[src/rtl/bram_coef_streamer.sv]
// BRAM port-B reader that unpacks wide words into a valid/ready coefficient stream.
// Define COEF_REDUCE_EN to subtract q=3329 once from every lane value >= q.
module bram_coef_streamer #(
  parameter int ADDR_W = 8,
  parameter int DATA_W = 128,
  parameter int COEF_W = 16,
  parameter int LANES  = 8
) (
  input  logic                s_axi_aclk_0,
  input  logic                s_axi_aresetn_0,
  input  logic                start,
  input  logic [ADDR_W-1:0]   base_addr,
  input  logic [ADDR_W:0]     num_words,
  output logic                busy,
  output logic                done,
  output logic [ADDR_W-1:0]   addrb_0,
  output logic                enb_0,
  output logic [DATA_W/8-1:0] web_0,
  output logic [DATA_W-1:0]   dinb_0,
  input  logic [DATA_W-1:0]   doutb_0,
  output logic [COEF_W-1:0]   m_coef_tdata,
  output logic                m_coef_tvalid,
  input  logic                m_coef_tready,
  output logic                m_coef_tlast
);
  localparam int CNT_W  = ADDR_W + 1;
  localparam int LANE_W = (LANES > 1) ? $clog2(LANES) : 1;
  localparam logic [LANE_W-1:0] LAST_LANE = LANE_W'(LANES - 1);

  typedef enum logic [1:0] {ST_IDLE, ST_RUN, ST_FINISH} state_e;

  logic clk, rst_n;
  assign clk   = s_axi_aclk_0;
  assign rst_n = s_axi_aresetn_0;

  // Control: FSM, read issue and status outputs
  state_e             state_q;
  logic               busy_q, done_q, enb_q;
  logic [ADDR_W-1:0]  addr_q, base_q;
  logic [CNT_W-1:0]   num_q, iss_q;

  // Datapath: read return tracking, word register W, prefetch register N, output register
  logic               ret_q, ret_d;
  logic [CNT_W-1:0]   ret_cnt_q, ret_cnt_d;
  logic [DATA_W-1:0]  w_q, w_d, n_q, n_d;
  logic               w_vld_q, w_vld_d, w_last_q, w_last_d;
  logic               n_vld_q, n_vld_d, n_last_q, n_last_d;
  logic [LANE_W-1:0]  lane_q, lane_d;
  logic [COEF_W-1:0]  tdata_q, tdata_d;
  logic               tvalid_q, tvalid_d, tlast_q, tlast_d;

  logic beat, w_drain, ret_last, can_issue;

  assign beat      = tvalid_q & m_coef_tready;
  assign w_drain   = beat && (lane_q == LAST_LANE);
  assign ret_last  = (ret_cnt_q == num_q - CNT_W'(1));
  // One read in flight covers both the enable cycle and the data-return cycle.
  assign can_issue = (iss_q < num_q) && !enb_q && !ret_q && !n_vld_q;

  function automatic logic [COEF_W-1:0] lane_fn(input logic [COEF_W-1:0] v);
`ifdef COEF_REDUCE_EN
    return (v >= COEF_W'(3329)) ? v - COEF_W'(3329) : v;
`else
    return v;
`endif
  endfunction

  always_ff @(posedge clk or negedge rst_n) begin
    if (!rst_n) begin
      state_q <= ST_IDLE;
      busy_q  <= 1'b0;
      done_q  <= 1'b0;
      enb_q   <= 1'b0;
      addr_q  <= '0;
      base_q  <= '0;
      num_q   <= '0;
      iss_q   <= '0;
    end else begin
      // NOTE: non-blocking assignments here so every register sees pre-edge values of the others.
      done_q <= 1'b0;
      enb_q  <= 1'b0;
      case (state_q)
        ST_IDLE: begin
          if (start) begin
            if (num_words != '0) begin
              state_q <= ST_RUN;
              busy_q  <= 1'b1;
              base_q  <= base_addr;
              num_q   <= num_words;
              enb_q   <= 1'b1;
              addr_q  <= base_addr;
              iss_q   <= CNT_W'(1);
            end else begin
              done_q <= 1'b1;
            end
          end
        end
        ST_RUN: begin
          if (can_issue) begin
            enb_q  <= 1'b1;
            addr_q <= base_q + iss_q[ADDR_W-1:0];
            iss_q  <= iss_q + CNT_W'(1);
          end
          if (beat && tlast_q) begin
            state_q <= ST_FINISH;
            busy_q  <= 1'b0;
            done_q  <= 1'b1;
          end
        end
        ST_FINISH: state_q <= ST_IDLE;
        default:   state_q <= ST_IDLE;
      endcase
    end
  end

  always_comb begin
    // NOTE: every target gets a default first so no path can infer a latch.
    ret_d     = enb_q;
    ret_cnt_d = ret_cnt_q;
    w_d       = w_q;
    w_vld_d   = w_vld_q;
    w_last_d  = w_last_q;
    n_d       = n_q;
    n_vld_d   = n_vld_q;
    n_last_d  = n_last_q;
    lane_d    = lane_q;

    if (beat) lane_d = lane_q + LANE_W'(1);

    if (w_drain) begin
      w_vld_d = 1'b0;
      if (n_vld_q) begin
        w_d      = n_q;
        w_last_d = n_last_q;
        w_vld_d  = 1'b1;
        n_vld_d  = 1'b0;
      end
    end

    if (ret_q) begin
      ret_cnt_d = ret_cnt_q + CNT_W'(1);
      if (!w_vld_q || w_drain) begin
        w_d      = doutb_0;
        w_vld_d  = 1'b1;
        w_last_d = ret_last;
      end else begin
        n_d      = doutb_0;
        n_vld_d  = 1'b1;
        n_last_d = ret_last;
      end
    end

    if (state_q == ST_IDLE) ret_cnt_d = '0;

    // The output register always mirrors the next lane of W, so it is stable during stalls.
    tdata_d  = lane_fn(w_d[lane_d*COEF_W +: COEF_W]);
    tvalid_d = w_vld_d;
    tlast_d  = w_vld_d && w_last_d && (lane_d == LAST_LANE);
  end

  always_ff @(posedge clk or negedge rst_n) begin
    if (!rst_n) begin
      ret_q     <= 1'b0;
      ret_cnt_q <= '0;
      w_q       <= '0;
      w_vld_q   <= 1'b0;
      w_last_q  <= 1'b0;
      n_q       <= '0;
      n_vld_q   <= 1'b0;
      n_last_q  <= 1'b0;
      lane_q    <= '0;
      tdata_q   <= '0;
      tvalid_q  <= 1'b0;
      tlast_q   <= 1'b0;
    end else begin
      ret_q     <= ret_d;
      ret_cnt_q <= ret_cnt_d;
      w_q       <= w_d;
      w_vld_q   <= w_vld_d;
      w_last_q  <= w_last_d;
      n_q       <= n_d;
      n_vld_q   <= n_vld_d;
      n_last_q  <= n_last_d;
      lane_q    <= lane_d;
      tdata_q   <= tdata_d;
      tvalid_q  <= tvalid_d;
      tlast_q   <= tlast_d;
    end
  end

  assign busy          = busy_q;
  assign done          = done_q;
  assign enb_0         = enb_q;
  assign addrb_0       = addr_q;
  assign web_0         = '0;
  assign dinb_0        = '0;
  assign m_coef_tdata  = tdata_q;
  assign m_coef_tvalid = tvalid_q;
  assign m_coef_tlast  = tlast_q;

endmodule

[config.mk]
export PLATFORM = sky130hd
export DESIGN_NAME = bram_coef_streamer
export DESIGN_NICKNAME = d
export VERILOG_FILES = /design/src/rtl/bram_coef_streamer.sv
export SDC_FILE = /design/constraint.sdc
export NUM_CORES = 1
export LEC_CHECK = 0
export CORE_ASPECT_RATIO = 1.2
export CORE_MARGIN = 1.5
export CORE_UTILIZATION = 40
export DETAILED_ROUTE_END_ITERATION = 8
export PLACE_DENSITY = 0.69
export SLEW_MARGIN = 30
export SYNTH_ARGS = -nofsm -noshare
export SYNTH_HDL_FRONTEND = slang
export SYNTH_SLANG_ARGS = --single-unit
[constraint.sdc]
create_clock -name s_axi_aclk_0 -period 3.7 [get_ports s_axi_aclk_0]
set_input_delay 0.74 -clock s_axi_aclk_0 [delete_from_list [all_inputs] [get_ports s_axi_aclk_0]]
set_output_delay 0.74 -clock s_axi_aclk_0 [all_outputs]
set_load 0.03 [all_outputs]
==> results.md, run 1 <==
* Num CTS Buffers at 36
* Die ar. at 44390 um^2
* Critical path, cell by cell: clkdlybuf4s50_1 -> nand2_2 -> xor2_2 -> inv_2 -> buf_12 -> nand2_1 -> and3_1 -> a221oi_1 -> o22ai_1 -> buf_4 -> nor2_1
* Die W at between 150 and 200 um
* Layout Nets at just under 2k
* Pin count of the biggest net entering global routing at around 120
* GRT Total Usage at 19.46%
* Root Buffer: clkbuf_16
* Most frequent cells in the layout: 329 x dfrtp_1, 215 x nand2_1, 194 x mux2i_1
* Row cnt at 83
* Seq/Total Area, Yosys at approximately 48%
* CP Capture Type: flop
* Synth area leader: dfrtp_1
* Wire length per cell at ~18 um
* Fin crit period at between 2 and 3 ns
* Final core utilization at 47.66%
* Final WL at 43280 um
* Synth top area share at a little under half
* Status: complete, no violations
* Hold buffers post-CTS at 0
* Placement Setup Slack at just under 0.3 ns
* Main synth FF type: dfrtp_1
* Crit path max-delay family: buffers and inverters
* DR DRC count at 0
* Pwr Total at about 18 mW
* Setup crit start kind: input pin
* Final slew viol count at 0
* Syn avg cell area at between 10 and 15 um^2
* Post-synth EDFFs at 0
* Ys Warns at 0
* Final setup violation count at 0
* Worst Setup Path Type: in2reg
* Sink Count at ~330
* Relative slew slack at about 49%
* HPWL after DPL at 29760 um
* CP max FO at 54
* Die height at roughly 230 um
* TNS Setup at 0 ns
* Worst-Margin Slew at ~0.77 ns
* Routed Antenna Nets at 0
* Slowest stage delay, CP at ~0.64 ns
* H-tree depth at 2
* Initial antenna violation count at 5
* Core Area at roughly 43000 um^2
* Clock Path Buffers at 3
* GRT overflow at 0
* # IOs at about 320
* Number of global-route vias before repair at ~12k
* CP max stage cell: clkdlybuf4s50_1
* Crit share post-route at 77.20%
* Area contributors post-synth: dfrtp_1 48%, mux2i_1 11%, mux2_2 11%, buf_4 6.4%, nand2_1 4.7%
* WP data required at roughly 4.2 ns
* First-pass GRT wire length at 67380 um
* Final hold violation count at 0
* Post CTS Setup Buffer Count at 0
* Syn Inst Count at 1618
* CTS tree: done
* Layout cells sized above 1 at 14.31%
* Via density at slightly above 5
* CP arrival at 3.32 ns
* PwrDens at 872.8 nW/um^2
* WP buf/inv at 4
* IO Port Bufs at approximately 180
* Initial DRC Count at about 650
* Worst hold path type: in2async
* First-pass DRT Iterations at 5
* Clock transition at the registers of the reported paths at roughly 0.060 ns
* Synth Register Bits at roughly 330
* Setup Skew at approximately 0.026 ns
* Leakage at 9.575 nW
* Initial core utilization at between 40 and 50%
* Synth Cell Area at ~17000 um^2
* Most common cell after layout, fill and taps aside: dfrtp_1
* GP Congestion at 0.8272
* Max-Cap Viols at 0
* RSZ-0062 raised after global routing: no
* Later-pin clock latency in the skew report at between 0.5 and 0.6 ns
* PostCTS Resize Cnt at 0
* Vias at 12.15k
* Maximum VDD drop at roughly 0.55 mV
* Layout area overhead at 17.91%
* F_max at about 350 MHz
* Asr flop ratio synth at between 90% and 100%
* Min setup slack post-route at roughly 0.84 ns
* Post-synth cell types at between 50 and 60
## per-layer routing
| metal | GRT usage [%] | routed length (um) | vias up | part of all wire, % |
|---|---|---|---|---|
| met5 | 0 | 13 | - | 0.030 |
| met4 | 7.655 | 1659 | 2 | 3.8 |
| met3 | 3.603 | 2339 | 87 | 5.4 |
| met2 | 32.75 | 21360 | 335 | 49 |
| met1 | 24.54 | 17900 | 6023 | 41 |
| li1 | - | - | 5702 | - |
## path summary, 6_finish.rpt
check                                start              end  slack (ns)  cells past startpoint
max                          m_coef_tready  m_coef_tdata[5]        0.84                     11
min                        s_axi_aresetn_0         w_q[121]        0.25                      1
max reg2reg                      lane_q[1]  m_coef_tdata[4]        0.93                      9
min reg2reg                          enb_0            ret_q        0.46                      0
max in group asynchronous  s_axi_aresetn_0          n_q[74]        2.50                      2
min in group s_axi_aclk_0            enb_0            ret_q        0.46                      0
## cells in the mapped netlist, types with 4 or more instances
cell      number
ha_1          20
xor2_1        12
or3_1          8
mux2i_1      194
nor2_1        42
nand2_1      215
o21ai_0      158
a211oi_1      15
xnor2_1       11
a221oi_1      30
a31oi_1        4
clkbuf_1      50
nand3_1        7
nand4_1       11
inv_1         21
and2_1         9
buf_2         37
buf_4        148
o22ai_1       34
a21oi_1       18
mux2_2       161
nor2b_1       12
and3_1        20
buf_1          4
dfrtp_1      329
nor3_1         9
## state kept, by name (all words and copies together), names as in the netlist, 3 cells and up
| register | flops |
|---|---|
| n_q | 128 |
| w_q | 128 |
| m_coef_tdata | 16 |
| iss_q | 9 |
| num_q | 9 |
| ret_cnt_q | 9 |
| addrb_0 | 8 |
| base_q | 8 |
| lane_q | 3 |
## area by class of cell
class,count,area (um^2)
well taps,552,690.7
clock buffers,51,1007
clock inverters,8,155.1
flip-flops and latches,329,8233
repair buffers,208,2147
diodes,4,10.01
fillers,3939,22340
inverters,23,86.33
multi-input cells,1170,8013
## power breakdown
| group | leakage [nW] | switching [mW] | internal [mW] |
|---|---|---|---|
| clock | 0.567 | 1.41 | 2.17 |
| sequential | 4.02 | 1.00 | 5.27 |
| combinational | 4.98 | 4.27 | 3.63 |
| total | 9.58 | 6.68 | 11.1 |
## logic make-up (layout without fill, tap and decap cells)
kind of cell	count (synthesis)	in the layout	synth area share, %
adders and majority gates	21	21	1.567
buffers and inverters	262	290	9.189
and+or+nand+nor	348	348	8.855
DFF	329	329	47.72
xor gates and xnor gates	24	24	1.262
other	1	148	0.02174
AOI/OAI and AO/OA	277	277	9.537
muxes	356	356	21.85
## stage by stage
step	hold WS (ns)	cell area [um^2]	cells
after CTS	0.2595	20330	2341
after floorplan	0.4444	17790	1761
after detailed placement	0.4584	19170	2282
after global placement	0.4695	19160	2282
final	0.2519	20340	2345
after global routing	0.2950	20330	2342
(Power assumes the default switching activity.)
==> run 2, diff against run 1 <==
--- a/config.mk
+++ b/config.mk
@@ -9,7 +9,7 @@
 export CORE_MARGIN = 1.5
 export CORE_UTILIZATION = 40
 export DETAILED_ROUTE_END_ITERATION = 8
-export PLACE_DENSITY = 0.69
+export PLACE_DENSITY = 0.71
 export SLEW_MARGIN = 30
 export SYNTH_ARGS = -nofsm -noshare
 export SYNTH_HDL_FRONTEND = slang
==> constraint.sdc (replaced) <==
create_clock -name s_axi_aclk_0 -period 2.3 [get_ports s_axi_aclk_0]
set_input_delay 0.46 -clock s_axi_aclk_0 [delete_from_list [all_inputs] [get_ports s_axi_aclk_0]]
set_output_delay 0.46 -clock s_axi_aclk_0 [all_outputs]
set_load 0.03 [all_outputs]
==> run 2 against run 1 <==
Effect of this change:
- the run now ends with setup timing left
- via count increased by 7.7%
- sequential share of layout area decreased by 3.9 points
- final area grew 11%
- largest cell class is now multi-input gates
- power increased by 83%
- highest routed layer unchanged
- die area unchanged
- clock power increased by 62%
- critical endpoint is now m_coef_tdata[0]
- sequential power increased by 61%
- first-iteration DRC count rose by 16%
==> results.md, run 2 (synthesis gave the netlist of run 1 again) <==
* Status: finished with violations (was complete, no violations)
* Failing checks: setup timing
* Min setup slack post-route at -0.05912 ns (was 0.8434 ns)
* CP max FO at 7 (was 54)
* Fin crit period at between 2 and 2.5 ns
* R2R setup slack at -0.06 ns (was 0.93 ns)
* Layout Cells excl Fill at 2500 (was 2345)
* Clock Power Share at 17.8% (was 20.2%)
* Final setup violation count at 13 (was 0)
* Later-pin clock latency in the skew report at 0.52 ns (was 0.53 ns)
* WP data required at 2.70 ns (was 4.16 ns)
* Layout cells sized above 1 at 24.31% (was 14.31%)
* H-tree depth at 2 (unchanged)
* CP max stage cell: dfrtp_1 (was clkdlybuf4s50_1)
* Slowest stage delay, CP at 0.41 ns (was 0.64 ns)
* Pwr Total at 32.57 mW (was 17.75 mW)
* Crit share post-route at 102.6%
* DR DRC count at 0 (unchanged)
* Post-Place Cells at 2394 (was 2282)
* Max-Cap Viols at 0 (unchanged)
* Final hold violation count at 0 (unchanged)
* Initial antenna violation count at 4 (was 5)
* First-pass GRT wire length at 71880 um (was 67380 um)
* Worst hold path type: reg2reg (was in2async)
* Most frequent cells in the layout: 329 x dfrtp_1, 212 x nand2_1, 186 x mux2i_1 (was 329 x dfrtp_1, 215 x nand2_1, 194 x mux2i_1)
* IO Port Bufs at 177 (unchanged)
* First-pass DRT Iterations at 7 (was 5)
* # IOs at 322 (unchanged)
* Initial DRC Count at 748 (was 647)
* Sink Count at 329 (unchanged)
* Met1 Use GR at 26.25% (was 24.54%)
* Setup crit start kind: flop (was input pin)
* Setup Skew at 0.01583 ns (was 0.02623 ns)
* Routed Antenna Nets at 0 (unchanged)
* Die W at 192.6 um (unchanged)
* Worst-Margin Slew at 0.8158 ns (was 0.7666 ns)
* Busiest grt layer: met2 (unchanged)
* Most common cell after layout, fill and taps aside: dfrtp_1 (unchanged)
* CP arrival at 2.76 ns (was 3.32 ns)
* CTS tree: done (unchanged)
* HPWL after DPL at 33570 um (was 29760 um)
* Core Area at 42680 um^2 (unchanged)
* CP Capture Type: flop (unchanged)
* Leakage at 10.60 nW (was 9.575 nW)
* Final WL at 49150 um (was 43280 um)
* Int Pwr at 20.37 mW (was 11.07 mW)
* Hold slack final at 0.4798 ns (was 0.2519 ns)
* Pin count of the biggest net entering global routing at 65 (was 117)
* Layout Nets at 2090 (was 1938)
* PwrDens at 1446 nW/um^2 (was 872.8 nW/um^2)
* CP most frequent cell: ha_4
* Fill count at 3669 (was 3939)
* Met2 Resource Use GR at 34.74% (was 32.75%)
* Die height at 230.5 um (unchanged)
* GP Congestion at 0.8336 (was 0.8272)
* GRT overflow at 0 (unchanged)
* RSZ-0062 raised after global routing: yes (was no)
* Number of global-route vias before repair at 12.90k (was 12.03k)
* Layout area overhead at 30.53% (was 17.91%)
* Row cnt at 83 (unchanged)
* Sw Ratio at 37.46% (was 37.63%)
* TNS Setup at -0.3337 ns (was 0 ns)
* Clock Path Buffers at 3 (unchanged)
* Final slew viol count at 0 (unchanged)
* Via density at 5.234 (was 5.181)
* Initial core utilization at 40.42% (unchanged)
* Post-DP Area at 20240 um^2 (was 19170 um^2)
* Psw at 12.20 mW (was 6.680 mW)
* Clock transition at the registers of the reported paths at 0.06 ns (about the same)
* Design area at 22520 um^2 (was 20340 um^2)
* Worst Setup Path Type: reg2reg (was in2reg)
* Logic gate share of total power at 51.1% (was 44.5%)
* F_max at about 420 MHz
* GRT Total Usage at 20.84% (was 19.46%)
* Num CTS Buffers at 36 (unchanged)
* Relative slew slack at 45.61% (was 48.90%)
* Maximum VDD drop at 0.8805 mV (was 0.5546 mV)
* Root Buffer: clkbuf_16 (unchanged)
* Vias at 13.09k (was 12.15k)
* Critical path, cell by cell: ha_4 -> ha_4 -> nand4_1 -> buf_6 -> buf_12 -> buf_16 -> mux2i_1 -> o21ai_0 -> mux2_2 -> o22ai_1 -> nor2_1 (was clkdlybuf4s50_1 -> nand2_2 -> xor2_2 -> inv_2 -> buf_12 -> nand2_1 -> and3_1 -> a221oi_1 -> o22ai_1 -> buf_4 -> nor2_1)
* Wire length per cell at 19.66 um (was 18.45 um)
* Flop pwr share at 31.1% (was 35.4%)
* Die ar. at 44390 um^2 (unchanged)
* Met3 GRT Util at 3.633% (was 3.603%)
-- run 2: changes by cell type in the layout (fill, tap and decap cells not counted), sizes merged, moves of 2 or more --
cell / delta
clkinv: -2
bufinv: -2
buf: +144
clkbuf: +16
diode: -2
-- run 2: through the flow --
step | utilization [%] | setup WS [ns]
2_1_floorplan | - | 0.03829
3_3_place_gp | 47.42 | -0.5306
3_5_place_dp | 47.42 | -0.5959
4_1_cts | 51.11 | -0.02610
5_1_grt | 52.75 | -0.1322
6_report | 52.76 | -0.05912
-- run 2: critical path: cells and delay by family (launching register included) --
family,cells,cell delay (ns)
AOI/OAI and AO/OA,2,0.30
buffers and inverters,3,0.45
and+or+nand+nor,2,0.23
muxes,2,0.50
adders and majority gates,2,0.35
DFF,1,0.41
-- run 2: power groups by stage --
stage	Clock (mW)	Sequential (mW)	Combinational [mW]
after global routing	6.15	10.4	17.7
after detailed placement	0	10.1	14.6
final	5.81	10.1	16.6
after global placement	0	9.95	14.2
after CTS	5.90	10.0	15.3
after floorplan	0	10.0	8.88
-- run 2: final cells by class --
| class | count | area, um^2 | share of cell area, % |
|---|---|---|---|
| multi-input cells | 1170 | 8518 | 37.83 |
| flip-flops and latches | 329 | 8233 | 36.56 |
| repair buffers | 360 | 3795 | 16.85 |
| clock buffers | 60 | 1112 | 4.939 |
| well taps | 552 | 690.7 | 3.067 |
| inverters | 23 | 88.84 | 0.3945 |
| clock inverters | 4 | 76.32 | 0.3389 |
| diodes | 2 | 5.005 | 0.02222 |
-- run 2: path summary, 6_finish.rpt --
path	start	endpoint	cells after the start
setup / recovery	lane_q[1]	m_coef_tdata[0]	11
min in group asynchronous	s_axi_aresetn_0	w_q[88]	2
max in group asynchronous	s_axi_aresetn_0	w_q[41]	3
hold reg to reg	addrb_0[1]	addrb_0[1]	2
hold / removal	addrb_0[1]	addrb_0[1]	2
setup reg to reg	lane_q[1]	m_coef_tdata[0]	11
-- run 2: repair_timing --
action                                  CTS  global route
gates resized for setup                  58           116
cloned                                    3             8
endpoints found under the hold margin    48             0
hold buffers                              1             0
pin swaps                                20            28
endpoints found under the setup margin   20            33
setup buffers                             9            21
-- run 2: layer usage --
metal	routed length [um]	share of wire (%)	vias to the layer above
met1	19780	40	6540
li1	-	-	6010
met2	24510	50	429
met4	2008	4.1	4
met5	22	0.045	-
met3	2829	5.8	103
